File: src/rtl/mag_pkg.sv
// Shared types and default constants for the magnetron power controller.
package mag_pkg;

   // Default duty-window length (slots) and slot length (clock cycles)
   localparam int MAX_LVL_DEF  = 10;
   localparam int SLOT_CYC_DEF = 4;

   // Per-channel run state
   typedef enum logic [1:0] {
      ST_OFF   = 2'd0,
      ST_RUN   = 2'd1,
      ST_PAUSE = 2'd2
   } mag_state_e;

endpackage

File: src/rtl/mag_power_ctrl_if.sv
// Control/status bundle between the oven controller and mag_power_ctrl.
interface mag_power_ctrl_if #(
   parameter int N_CH  = 2,
   parameter int LVL_W = 4
);
   logic [N_CH-1:0]       set;
   logic [N_CH-1:0]       reset;
   logic                  door_open;
   logic [N_CH*LVL_W-1:0] level;
   logic [N_CH-1:0]       armed;
   logic [N_CH-1:0]       mag_on;
   logic                  fault;

   modport master (
      output set, reset, door_open, level,
      input  armed, mag_on, fault
   );

   modport slave (
      input  set, reset, door_open, level,
      output armed, mag_on, fault
   );
endinterface

File: src/rtl/mag_chan.sv
// One magnetron channel: OFF/RUN/PAUSE state machine, power-level latch and
// duty-gated drive output.
module mag_chan
   import mag_pkg::*;
#(
   parameter int LVL_W   = 4,
   parameter int MAX_LVL = MAX_LVL_DEF,
   parameter int RST_DOM = 1
) (
   input  logic             clk,
   input  logic             rst_n,
   input  logic             set,
   input  logic             reset,
   input  logic             door_open,
   input  logic             door_rise,
   input  logic             slot_wrap,
   input  logic [LVL_W-1:0] slot_idx,
   input  logic [LVL_W-1:0] level,
   output logic             armed,
   output logic             mag_on
);

   localparam logic [LVL_W-1:0] MAX_L = LVL_W'(MAX_LVL);

   mag_state_e       state_q, state_d;
   logic [LVL_W-1:0] lvl_q, lvl_d;
   logic             armed_q, armed_d;
   logic             mag_on_q, mag_on_d;
   logic             set_eff, rst_eff;

   // Resolve a simultaneous set/reset to a single request
   always_comb begin
      set_eff = set;
      rst_eff = reset;
      if (set && reset) begin
         set_eff = (RST_DOM == 0);
         rst_eff = (RST_DOM != 0);
      end
   end

   // Next state, level latch and duty gating
   always_comb begin
      state_d = state_q;
      lvl_d   = lvl_q;
      case (state_q)
         ST_OFF:   if (set_eff && !door_open) state_d = ST_RUN;
         ST_RUN: begin
            if (rst_eff)        state_d = ST_OFF;
            else if (door_open) state_d = ST_PAUSE;
         end
         ST_PAUSE: begin
            if (rst_eff)                      state_d = ST_OFF;
            else if (set_eff && !door_open)   state_d = ST_RUN;
         end
         default:  state_d = ST_OFF;
      endcase
      // Level is only sampled at RUN entry and at window start so a change
      // never splits a duty window
      if ((state_d == ST_RUN && state_q != ST_RUN) || slot_wrap)
         lvl_d = (level > MAX_L) ? MAX_L : level;
      armed_d  = (state_d != ST_OFF);
      // Drive follows the current state/slot one cycle later; an opening
      // door kills it immediately even though the FSM still reads RUN
      mag_on_d = !door_rise && (state_q == ST_RUN) && (slot_idx < lvl_q);
   end

   // State machine and registered outputs
   always_ff @(posedge clk or negedge rst_n) begin
      if (!rst_n) begin
         state_q  <= ST_OFF;
         lvl_q    <= '0;
         armed_q  <= 1'b0;
         mag_on_q <= 1'b0;
      end else begin
         state_q  <= state_d;
         lvl_q    <= lvl_d;
         armed_q  <= armed_d;
         mag_on_q <= mag_on_d;
      end
   end

   assign armed  = armed_q;
   assign mag_on = mag_on_q;

endmodule

File: src/rtl/mag_power_ctrl.sv
// Multi-channel magnetron power controller: shared slot counter, door
// interlock, sticky fault flag and N_CH independent duty-cycled channels.
module mag_power_ctrl
   import mag_pkg::*;
#(
   parameter int N_CH     = 2,
   parameter int LVL_W    = 4,
   parameter int MAX_LVL  = MAX_LVL_DEF,
   parameter int SLOT_CYC = SLOT_CYC_DEF,
   parameter int RST_DOM  = 1
) (
   input  logic             clk,
   input  logic             rst_n,
   mag_power_ctrl_if.slave  bus
);

   localparam int               CYC_W     = (SLOT_CYC > 1) ? $clog2(SLOT_CYC) : 1;
   localparam logic [CYC_W-1:0] CYC_LAST  = CYC_W'(SLOT_CYC - 1);
   localparam logic [LVL_W-1:0] SLOT_LAST = LVL_W'(MAX_LVL - 1);

   logic [CYC_W-1:0] cyc_q, cyc_d;
   logic [LVL_W-1:0] slot_q, slot_d;
   logic             door_q, door_d;
   logic             fault_q, fault_d;
   logic             slot_wrap, door_rise;
   logic [N_CH-1:0]  armed_w, mag_on_w;

   assign slot_wrap = (cyc_q == CYC_LAST) && (slot_q == SLOT_LAST);
   assign door_rise = bus.door_open && !door_q;

   // Free-running slot counter, door edge history and fault flag
   always_comb begin
      cyc_d  = cyc_q + 1'b1;
      slot_d = slot_q;
      if (cyc_q == CYC_LAST) begin
         cyc_d  = '0;
         slot_d = (slot_q == SLOT_LAST) ? '0 : slot_q + 1'b1;
      end
      door_d  = bus.door_open;
      fault_d = fault_q;
      if (|bus.set && bus.door_open)
         fault_d = 1'b1;
      else if (!bus.door_open && &bus.reset)
         fault_d = 1'b0;
   end

   // Shared state registers
   always_ff @(posedge clk or negedge rst_n) begin
      if (!rst_n) begin
         cyc_q   <= '0;
         slot_q  <= '0;
         door_q  <= 1'b0;
         fault_q <= 1'b0;
      end else begin
         cyc_q   <= cyc_d;
         slot_q  <= slot_d;
         door_q  <= door_d;
         fault_q <= fault_d;
      end
   end

   for (genvar ch = 0; ch < N_CH; ch++) begin : g_chan
      mag_chan #(
         .LVL_W   (LVL_W),
         .MAX_LVL (MAX_LVL),
         .RST_DOM (RST_DOM)
      ) u_chan (
         .clk       (clk),
         .rst_n     (rst_n),
         .set       (bus.set[ch]),
         .reset     (bus.reset[ch]),
         .door_open (bus.door_open),
         .door_rise (door_rise),
         .slot_wrap (slot_wrap),
         .slot_idx  (slot_q),
         .level     (bus.level[ch*LVL_W +: LVL_W]),
         .armed     (armed_w[ch]),
         .mag_on    (mag_on_w[ch])
      );
   end

   assign bus.armed  = armed_w;
   assign bus.mag_on = mag_on_w;
   assign bus.fault  = fault_q;

endmodule

File: src/flat_wrapper.sv
// flat-port wrapper written by rule: the top's interface ports become plain ports
module mag_power_ctrl_flat import mag_pkg::*;
#(
   parameter int N_CH     = 2,
   parameter int LVL_W    = 4,
   parameter int MAX_LVL  = MAX_LVL_DEF,
   parameter int SLOT_CYC = SLOT_CYC_DEF,
   parameter int RST_DOM  = 1
)
  (clk, rst_n, bus_set, bus_reset, bus_door_open, bus_level, bus_armed, bus_mag_on, bus_fault);
  mag_power_ctrl_if #(.N_CH(N_CH), .LVL_W(LVL_W)) bus_i ();
  input  logic clk;
  input  logic rst_n;
  input wire logic [$bits(bus_i.set)-1:0] bus_set;
  input wire logic [$bits(bus_i.reset)-1:0] bus_reset;
  input wire logic [$bits(bus_i.door_open)-1:0] bus_door_open;
  input wire logic [$bits(bus_i.level)-1:0] bus_level;
  output wire logic [$bits(bus_i.armed)-1:0] bus_armed;
  output wire logic [$bits(bus_i.mag_on)-1:0] bus_mag_on;
  output wire logic [$bits(bus_i.fault)-1:0] bus_fault;
  assign bus_i.set = bus_set;
  assign bus_i.reset = bus_reset;
  assign bus_i.door_open = bus_door_open;
  assign bus_i.level = bus_level;
  assign bus_armed = bus_i.armed;
  assign bus_mag_on = bus_i.mag_on;
  assign bus_fault = bus_i.fault;
  mag_power_ctrl #(.N_CH(N_CH), .LVL_W(LVL_W), .MAX_LVL(MAX_LVL), .SLOT_CYC(SLOT_CYC), .RST_DOM(RST_DOM)) u_core (.clk(clk), .rst_n(rst_n), .bus(bus_i));
endmodule
File: config.mk
export PLATFORM = sky130hd
export DESIGN_NAME = mag_power_ctrl_flat
export DESIGN_NICKNAME = d
export VERILOG_FILES = /design/src/rtl/mag_pkg.sv /design/src/rtl/mag_power_ctrl_if.sv /design/src/rtl/mag_chan.sv /design/src/rtl/mag_power_ctrl.sv /design/src/flat_wrapper.sv
export SDC_FILE = /design/constraint.sdc
export NUM_CORES = 1
export LEC_CHECK = 0
export CAP_MARGIN = 20
export CORE_ASPECT_RATIO = 1.75
export CORE_UTILIZATION = 27
export CTS_BUF_LIST = sky130_fd_sc_hd__clkbuf_8
export CTS_CLUSTER_SIZE = 8
export DETAILED_ROUTE_END_ITERATION = 7
export SLEW_MARGIN = 20
export SYNTH_ARGS = -nofsm -noshare
export SYNTH_HDL_FRONTEND = slang
export SYNTH_SLANG_ARGS = --single-unit
File: constraint.sdc
create_clock -name clk -period 1.5 [get_ports clk]
set_input_delay 0.15 -clock clk [delete_from_list [all_inputs] [get_ports clk]]
set_output_delay 0.15 -clock clk [all_outputs]
set_load 0.03 [all_outputs]
**Word-level counts from Yosys, hierarchy flattened**

Cells that the tools add are included.

- Flip-flop bits (word level): 24
- Word-level logic and storage cells: 74
- Bits in read-only memories: 0
- Input port bits: 15
- RAM bits: 0
- Memories: 0
- Output and inout port bits: 5
- Latch bits: 0

- Shift operators: 0
- Add/subtract/negate cells: 2
- Bitwise gates (word level): 0
- Magnitude comparators: 4
- Div/mod/pow operators: 0
- Equality and inequality tests: 10
- Mux-type cells: 20
- Reduce and logical (&&, ||, !) cells: 26
- $mul: 0

Operator list:

| kind | number |
|---|---|
| two-way mux 2 bit | 9 |
| logical AND 1 bit | 14 |
| two-way mux 4 bit | 3 |
| case mux 2 bit (3 select lines) | 2 |
| equality test 2 x 1 -> 1 bit (second input constant) | 4 |
| greater-than comparator 4 bit (second input constant) | 2 |
| < comparator 4 bit | 2 |
| equality test 2 bit (second input constant) | 3 |
| two-way mux 1 bit | 6 |
| nonzero test 2 bit | 3 |
| adder 4 x 1 -> 4 bit (second input constant) | 1 |
| equality test 4 bit (second input constant) | 1 |
| zero test 2 bit | 2 |
| inequality test 2 x 1 -> 1 bit (second input constant) | 2 |
| zero test 1 bit | 3 |
| adder 2 x 1 -> 2 bit (second input constant) | 1 |
| logical OR 1 bit | 2 |
| AND reduction 2 bit | 1 |
| OR reduction 2 bit | 1 |

**Logic depth before layout (Yosys ltp)**

Gate-level depths: netlist (run 1).

- Depth in word-level cells: 9
- Gate-level depth with buffers: 5
- Mapped depth without buffers: 5

**Modules after synthesis**

Synthesis (run 1) repeated with hierarchy kept, for this count alone.

- Cell total of the unflattened synthesis: 104
- Area, all modules: 1193.6 um^2

By module, submodules not included:

| module | times used | area each (um^2) | seq. area each (um^2) | cells each |
|---|---|---|---|---|
| mag_chan | 2 | 430.4 | 200.2 | 38 |
| mag_power_ctrl | 1 | 332.8 | 200.2 | 28 |

**Least setup slack after synthesis (run 1)**

Ideal clock, no wire load.

- Path type: register to register
- Start point: register u_core.cyc_q[0]
- End point: register u_core.g_chan[1].u_chan.lvl_q[3]
- Path buffers: 0
- Setup slack: -0.091 ns
- Arrival: 1.466 ns
- Required time: 1.375 ns
- Setup time: 0.125 ns
- Period minus slack after synthesis: 1.591 ns
- Stages on the path, launching flop included: 6
- Cells stage by stage: dfrtp_1 -> ha_1 -> nand2_2 -> or3b_4 -> o41ai_4 -> mux2_4

- Cells in the longest elaborated chain, start to end: 3

Ends and longest elaborated chain:

| element | line | text |
|---|---|---|
| start: declaration | mag_power_ctrl.sv:21 | `logic [CYC_W-1:0] cyc_q, cyc_d;` |
| start signal: assignment | mag_power_ctrl.sv:55 | `cyc_q <= cyc_d;` |
| equality test 2 bit | mag_power_ctrl.sv:28 | `assign slot_wrap = (cyc_q == CYC_LAST) && (slot_q == SLOT_LAST);` |
| logical AND 1 bit | mag_power_ctrl.sv:28 |  |
| logical OR 1 bit | mag_chan.sv:59 | `if ((state_d == ST_RUN && state_q != ST_RUN) \|\| slot_wrap)` |
| end signal: assignment | mag_chan.sv:76 | `lvl_q <= lvl_d;` |
| end: declaration | mag_chan.sv:26 | `logic [LVL_W-1:0] lvl_q, lvl_d;` |

No other way between the ends.
A chain may end at the register's enable or synchronous reset.

**Final worst setup path (run 1)**

- Start point: register u_core.cyc_q[0]
- End point: register u_core.g_chan[0].u_chan.lvl_q[1]

- Cells in the longest elaborated chain, start to end: 3

Ends and longest elaborated chain:

| element | line |
|---|---|
| equality test 2 bit | mag_power_ctrl.sv:28 |
| logical AND 1 bit | mag_power_ctrl.sv:28 |
| logical OR 1 bit | mag_chan.sv:59 |
| end signal: assignment | mag_chan.sv:76 |
| end: declaration | mag_chan.sv:26 |

No other way between the ends.

==> impl_metrics.yaml, run 1 <==
setup_path:
  r2r_start: "u_core.cyc_q[0]"
  critPathRequiredTime_ns: 1.68
  worst_setup_path_start_kind: "register"
  r2r_setup_slack_ns: -0.04
  r2r_cells: 6
  worstSetupPathType: "register to register"
  timing.rr.end: "u_core.g_chan[0].u_chan.lvl_q[1]"
  cp_max_fo: 3
  cp_data_arrival_time_ns: 1.73
  end_kind: "register"
detailed_routing:
  highest_layer: "met4"
  vias_per_cell: 4.55
  antenna_left: 0
  dr_wl_met2_mm: 1.35
  met1_length_um: 939
  wl_per_cell_um: 12.2
  wl_mm: 2.36
  met3_length_um: 48
  drtIter0Drc: 16
  drc_errors: 0
  vias: 882
  first_pass_iters: 3
placed_design:
  port_buffers: 19
  place_area_um2: 1540
  place.detailed.hpwl_mm: 1.80
  preCtsSetupSlack_ns: -0.199
  routabilityCongestion: 0.749
global_routing:
  grt.total_usage: 0.119
  antenna_found_initial: 0
  overflow: 0
  grt_pass1_vias: 1032
  grt_max_degree: 25
  grt_pass1_wl_mm: 4.31
clock_network:
  cts_tree: "built"
  hold_buffers: 0
  cts-buffers-inserted: 3
  clk_latency_ns: 0.26
  root_buffer: "clkbuf_8"
  h-tree-depth: 1
  clkTransAtPathRegs_ns: 0.08
  cts.sinks: 24
  clock_path_buffers: 2
yosys:
  synth_edf_count: 0
  yosys.area.top_type: "dfrtp_1"
  synth_top_area_frac: 0.495
  syn_avg_cell_area_um2: 10.8
  ys_warn_count: 0
  synth_top_cells_by_count: "dfrtp_1, nor2_1, inv_1"
  syn_inst: 112
  synth_area_leaders: "dfrtp_1, ha_1, mux2i_1"
  syn_area_um2: 1210
  ys_ff_latch: 24
  synth_ff_type: "dfrtp_1"
  netlist-cell-type-count: 26
  syn_nets: 134
  ys_seq_area_frac: 0.495
  yosys.cell_count.top_type: "dfrtp_1"
  async_flop_share: 1.00
timing:
  slew_viol_final: 0
  max_freq_mhz: 648
  finalSetupViolCount: 8
  fin_ws_ns: -0.0442
  hold_violations: 0
  skew_ns: 0.00141
  finalCritPeriodShare: 1.03
  tightest_slew_ns: 0.454
  period_minus_slack_ns: 1.54
  slew_headroom: 0.696
  grt_setup_unrepaired: "true"
floorplanning:
  io_pins: 20
  core_um2: 4230
  die-area_um2: 4770
  die_h_um: 90.6
  dieWidth_um: 52.7
  initial_utilization: 0.287
  row_count: 31
pwr:
  power_frac_seq: 0.515
  switching_power_mw: 0.343
  switching_share: 0.245
  p_leak_nw: 0.783
  p_int_mw: 1.06
  p_total_mw: 1.40
  p_clk_frac: 0.304
  p_comb_frac: 0.180
  p_per_area_nw_per_um2: 862
  peakVddDrop_mv: 0.467
run_status:
  status: "finished, violations left"
  violations: "setup timing"
run:
  maxCapViolCount: 0
hold_path:
  hold_class: "input pin to asynchronous set/reset pin"
final_layout:
  num_antenna_cells: 0
  fin_nets: 168
  synthToLayoutAreaGrowth_pct: 34.1
  drive_above_1_share: 0.200
  postLayoutCellArea_um2: 1630
-- registers in the layout (all words and copies together) (netlist names) --
| name | cells |
|---|---|
| u_core.g_chan.u_chan.state_q | 4 |
| u_core.bus.fault | 1 |
| u_core.g_chan.u_chan.lvl_q | 8 |
| u_core.g_chan.u_chan.mag_on | 2 |
| u_core.g_chan.u_chan.armed | 2 |
| u_core.door_q | 1 |
| u_core.slot_q | 4 |
| u_core.cyc_q | 2 |
-- layer usage --
layer	vias to the layer above	global-route usage
met5	-	0
met2	10	0.210
met3	4	0.0168
met4	0	0.0504
li1	443	-
met1	425	0.134
-- layout by cell type (no fill, tap or decap) --
| cell | n |
|---|---|
| or2_2 | 1 |
| ha_1 | 6 |
| nand2_1 | 6 |
| nand2_4 | 1 |
| buf_4 | 16 |
| xnor2_1 | 1 |
| nand3_1 | 1 |
| a21o_1 | 1 |
| a2111oi_1 | 1 |
| dlymetal6s2s_1 | 1 |
| ha_4 | 1 |
| a211oi_1 | 1 |
| nor3b_1 | 1 |
| a21oi_1 | 5 |
| clkdlybuf4s50_1 | 18 |
| mux2i_1 | 6 |
| nand2b_1 | 2 |
| clkbuf_8 | 4 |
| nor2_1 | 11 |
| o41ai_4 | 2 |
| o21ai_0 | 8 |
| xor2_1 | 3 |
| nor2b_1 | 2 |
| mux2_4 | 2 |
| or3b_4 | 1 |
| nor2b_2 | 1 |
| dfrtp_1 | 24 |
| a2111oi_0 | 1 |
| a22oi_1 | 2 |
| nor3_1 | 5 |
| inv_1 | 10 |
-- through the flow --
stage,util,instances,setup TNS [ns],hold WS (ns)
3_5_place_dp,0.365,188,-0.763,0.463
2_1_floorplan,-,112,-0.0824,-0.146
3_3_place_gp,0.365,188,-0.253,0.454
4_1_cts,0.381,193,-0.272,0.251
6_report,0.384,194,-0.166,0.240
5_1_grt,0.384,194,-0.597,0.284
-- layout make-up --
class                   instances  area (µm²)
repair buffers                 35         313
inverters                      10        37.5
multi-input cells              72         558
flip-flops and latches         24         601
well taps                      49        61.3
clock buffers                   4        55.1
fillers                       423        2600
-- logic make-up (layout without fill, tap and decap cells) --
| logic type | after synthesis | count (layout) | synth area share |
|---|---|---|---|
| and+or+nand+nor | 32 | 32 | 0.129 |
| DFF | 24 | 24 | 0.495 |
| AOI/OAI and AO/OA | 21 | 21 | 0.138 |
| buffers and inverters | 16 | 49 | 0.0619 |
| muxes | 8 | 8 | 0.0743 |
| adders and majority gates | 7 | 7 | 0.0722 |
| xor gates and xnor gates | 4 | 4 | 0.0289 |
-- worst max-delay path: stages, from the launching register on --
cell and delay (ns):
dfrtp_1 0.39, ha_4 0.16, nand2_4 0.04, or3b_4 0.40, o41ai_4 0.08, buf_4 0.20
mux2i_1 0.19
-- repair_timing --
item / 4_1_cts / 5_1_grt
cloned: 0 / 0
resized for setup: 1 / 3
buffers inserted: 1 / 1
setup endpoints to repair: 8 / 10
-- power groups by stage --
stage / clock [mW] / sequential (mW) / combinational (mW)
after global routing: 0.472 / 0.728 / 0.290
after global placement: 0 / 0.732 / 0.249
after floorplan: 0 / 0.732 / 0.146
final: 0.426 / 0.722 / 0.253
after CTS: 0.445 / 0.722 / 0.257
after detailed placement: 0 / 0.734 / 0.256
-- worst max path at each step --
stage / from / end / cells after the start
floorplan: u_core.slot_q[2] / u_core.g_chan[1].u_chan.lvl_q[3] / 4
global placement: bus_door_open / u_core.g_chan[1].u_chan.armed / 4
detailed placement: bus_door_open / u_core.g_chan[1].u_chan.armed / 4
CTS: u_core.cyc_q[0] / u_core.g_chan[0].u_chan.lvl_q[1] / 6
global route: u_core.cyc_q[0] / u_core.g_chan[0].u_chan.lvl_q[2] / 6
finish: u_core.cyc_q[0] / u_core.g_chan[0].u_chan.lvl_q[1] / 6
Power figures use the tool's default switching activity.
==> run 2: changes to the inputs <==
- TNS_END_PERCENT: default -> 20
==> impl_metrics.yaml, run 2 (same netlist as run 1, synthesis figures left out) <==
clock_network:
  cts.sinks: 24
  clkTransAtPathRegs_ns: 0.08
  hold_buffers: 0
  cts_tree: "built"
  cts-buffers-inserted: 3
  clock_path_buffers: 2
  h-tree-depth: 1
  clk_latency_ns: 0.26
  root_buffer: "clkbuf_8"
detailed_routing:
  drtIter0Drc: 17
  first_pass_iters: 3
  drc_errors: 0
  vias: 884
  vias_per_cell: 4.58
  wl_mm: 2.30
  wl_per_cell_um: 11.9
  antenna_left: 0
floorplanning:
  core_um2: 4230
  initial_utilization: 0.287
  die_h_um: 90.6
  dieWidth_um: 52.7
  row_count: 31
  io_pins: 20
  die-area_um2: 4770
timing:
  hold_violations: 0
  grt_setup_unrepaired: "true"
  hold_slack_ns: 0.239
  finalCritPeriodShare: 1.04
  period_minus_slack_ns: 1.56
  tightest_slew_ns: 0.431
  slew_headroom: 0.705
  setup_tns_ns: -0.286
  fin_ws_ns: -0.0605
  slew_viol_final: 0
  skew_ns: 0.00195
  max_freq_mhz: 641
  finalSetupViolCount: 8
placed_design:
  place.detailed.hpwl_mm: 1.80
  routabilityCongestion: 0.749
  preCtsSetupSlack_ns: -0.199
  place_area_um2: 1540
  port_buffers: 19
  placed_cells: 188
final_layout:
  largest_register_ffs: 8
  fin_util: 0.383
  num_antenna_cells: 0
  top_register: "u_core.g_chan.u_chan.lvl_q"
  postLayoutCellArea_um2: 1620
  reg.largest.list: "u_core.g_chan.u_chan.lvl_q (8), u_core.g_chan.u_chan.state_q (4), u_core.slot_q (4)"
  mostFrequentLayoutCells: "dfrtp_1, clkdlybuf4s50_1, buf_4, nor2_1, inv_1"
  instances_no_fill: 193
  fin_nets: 167
  synthToLayoutAreaGrowth_pct: 33.4
  mostFrequentLayoutCell: "dfrtp_1"
  drive_above_1_share: 0.194
setup_path:
  cp_max_fo: 4
  r2r_setup_slack_ns: -0.06
  cp_slowest_stage_delay_ns: 0.41
  worst_setup_path_start_kind: "register"
  r2r_cells: 6
  crit_slowest_cell: "or3b_4"
  critPathTopFamily: "simple AND/OR/NAND/NOR gates"
  critPathRequiredTime_ns: 1.68
  cp.depth: 6
  cp_data_arrival_time_ns: 1.74
  end_kind: "register"
  cp_cell_sequence: "ha_4, nand2_4, or3b_4, o41ai_4, buf_4, mux2i_1"
  worst-path-buf-inv: 1
  worstSetupPathType: "register to register"
global_routing:
  grt_max_degree: 25
  grt_pass1_vias: 1012
  grt_pass1_wl_mm: 4.26
  antenna_found_initial: 0
  overflow: 0
  grt.total_usage: 0.117
run:
  maxCapViolCount: 0
hold_path:
  hold_class: "input pin to asynchronous set/reset pin"
run_status:
  status: "finished, violations left"
  violations: "setup timing"
pwr:
  p_leak_nw: 0.779
  peakVddDrop_mv: 0.467
  p_per_area_nw_per_um2: 865
  p_total_mw: 1.40
run 2: cell types whose count changed in the layout (fill, tap and decap cells not counted), sizes merged:
cell  previous run  this run
buf             16        15
run 2: layout make-up:
| class | count | area [µm²] |
|---|---|---|
| inverter | 10 | 37.5 |
| fill | 422 | 2610 |
| clock buffer | 4 | 55.1 |
| multi-input combinational | 72 | 558 |
| sequential | 24 | 601 |
| timing repair buffer | 34 | 305 |
| tap | 49 | 61.3 |
run 2: repair_timing:
item | in CTS | in global routing
endpoints found under the setup margin | 8 | 10
hold endpoints to repair | 0 | 0
gates resized for setup | 1 | 3
pin swaps | 0 | 0
buffers inserted | 0 | 1
run 2: worst paths after layout:
path	from	to
hold reg to reg	u_core.cyc_q[0]	u_core.cyc_q[0]
max in group asynchronous	rst_n	u_core.g_chan[0].u_chan.state_q[1]
setup reg to reg	u_core.cyc_q[0]	u_core.g_chan[0].u_chan.lvl_q[1]
hold / removal	rst_n	u_core.slot_q[0]
setup / recovery	u_core.cyc_q[0]	u_core.g_chan[0].u_chan.lvl_q[1]
min in group clk	bus_level[0]	u_core.g_chan[0].u_chan.lvl_q[0]
run 2: metal layers:
metal,vias to the layer above,share of wire,routed length (µm),track usage
li1,439,-,-,-
met1,431,0.40,924,0.134
met2,10,0.56,1290,0.210
met3,4,0.021,48,0.0152
met4,0,0.016,36,0.0395
met5,-,0,0,0
run 2: power by group:
part / internal, mW / leakage (nW) / switching [mW]
combinational: 0.128 / 0.449 / 0.125
clock: 0.234 / 0.0288 / 0.191
sequential: 0.696 / 0.301 / 0.0256
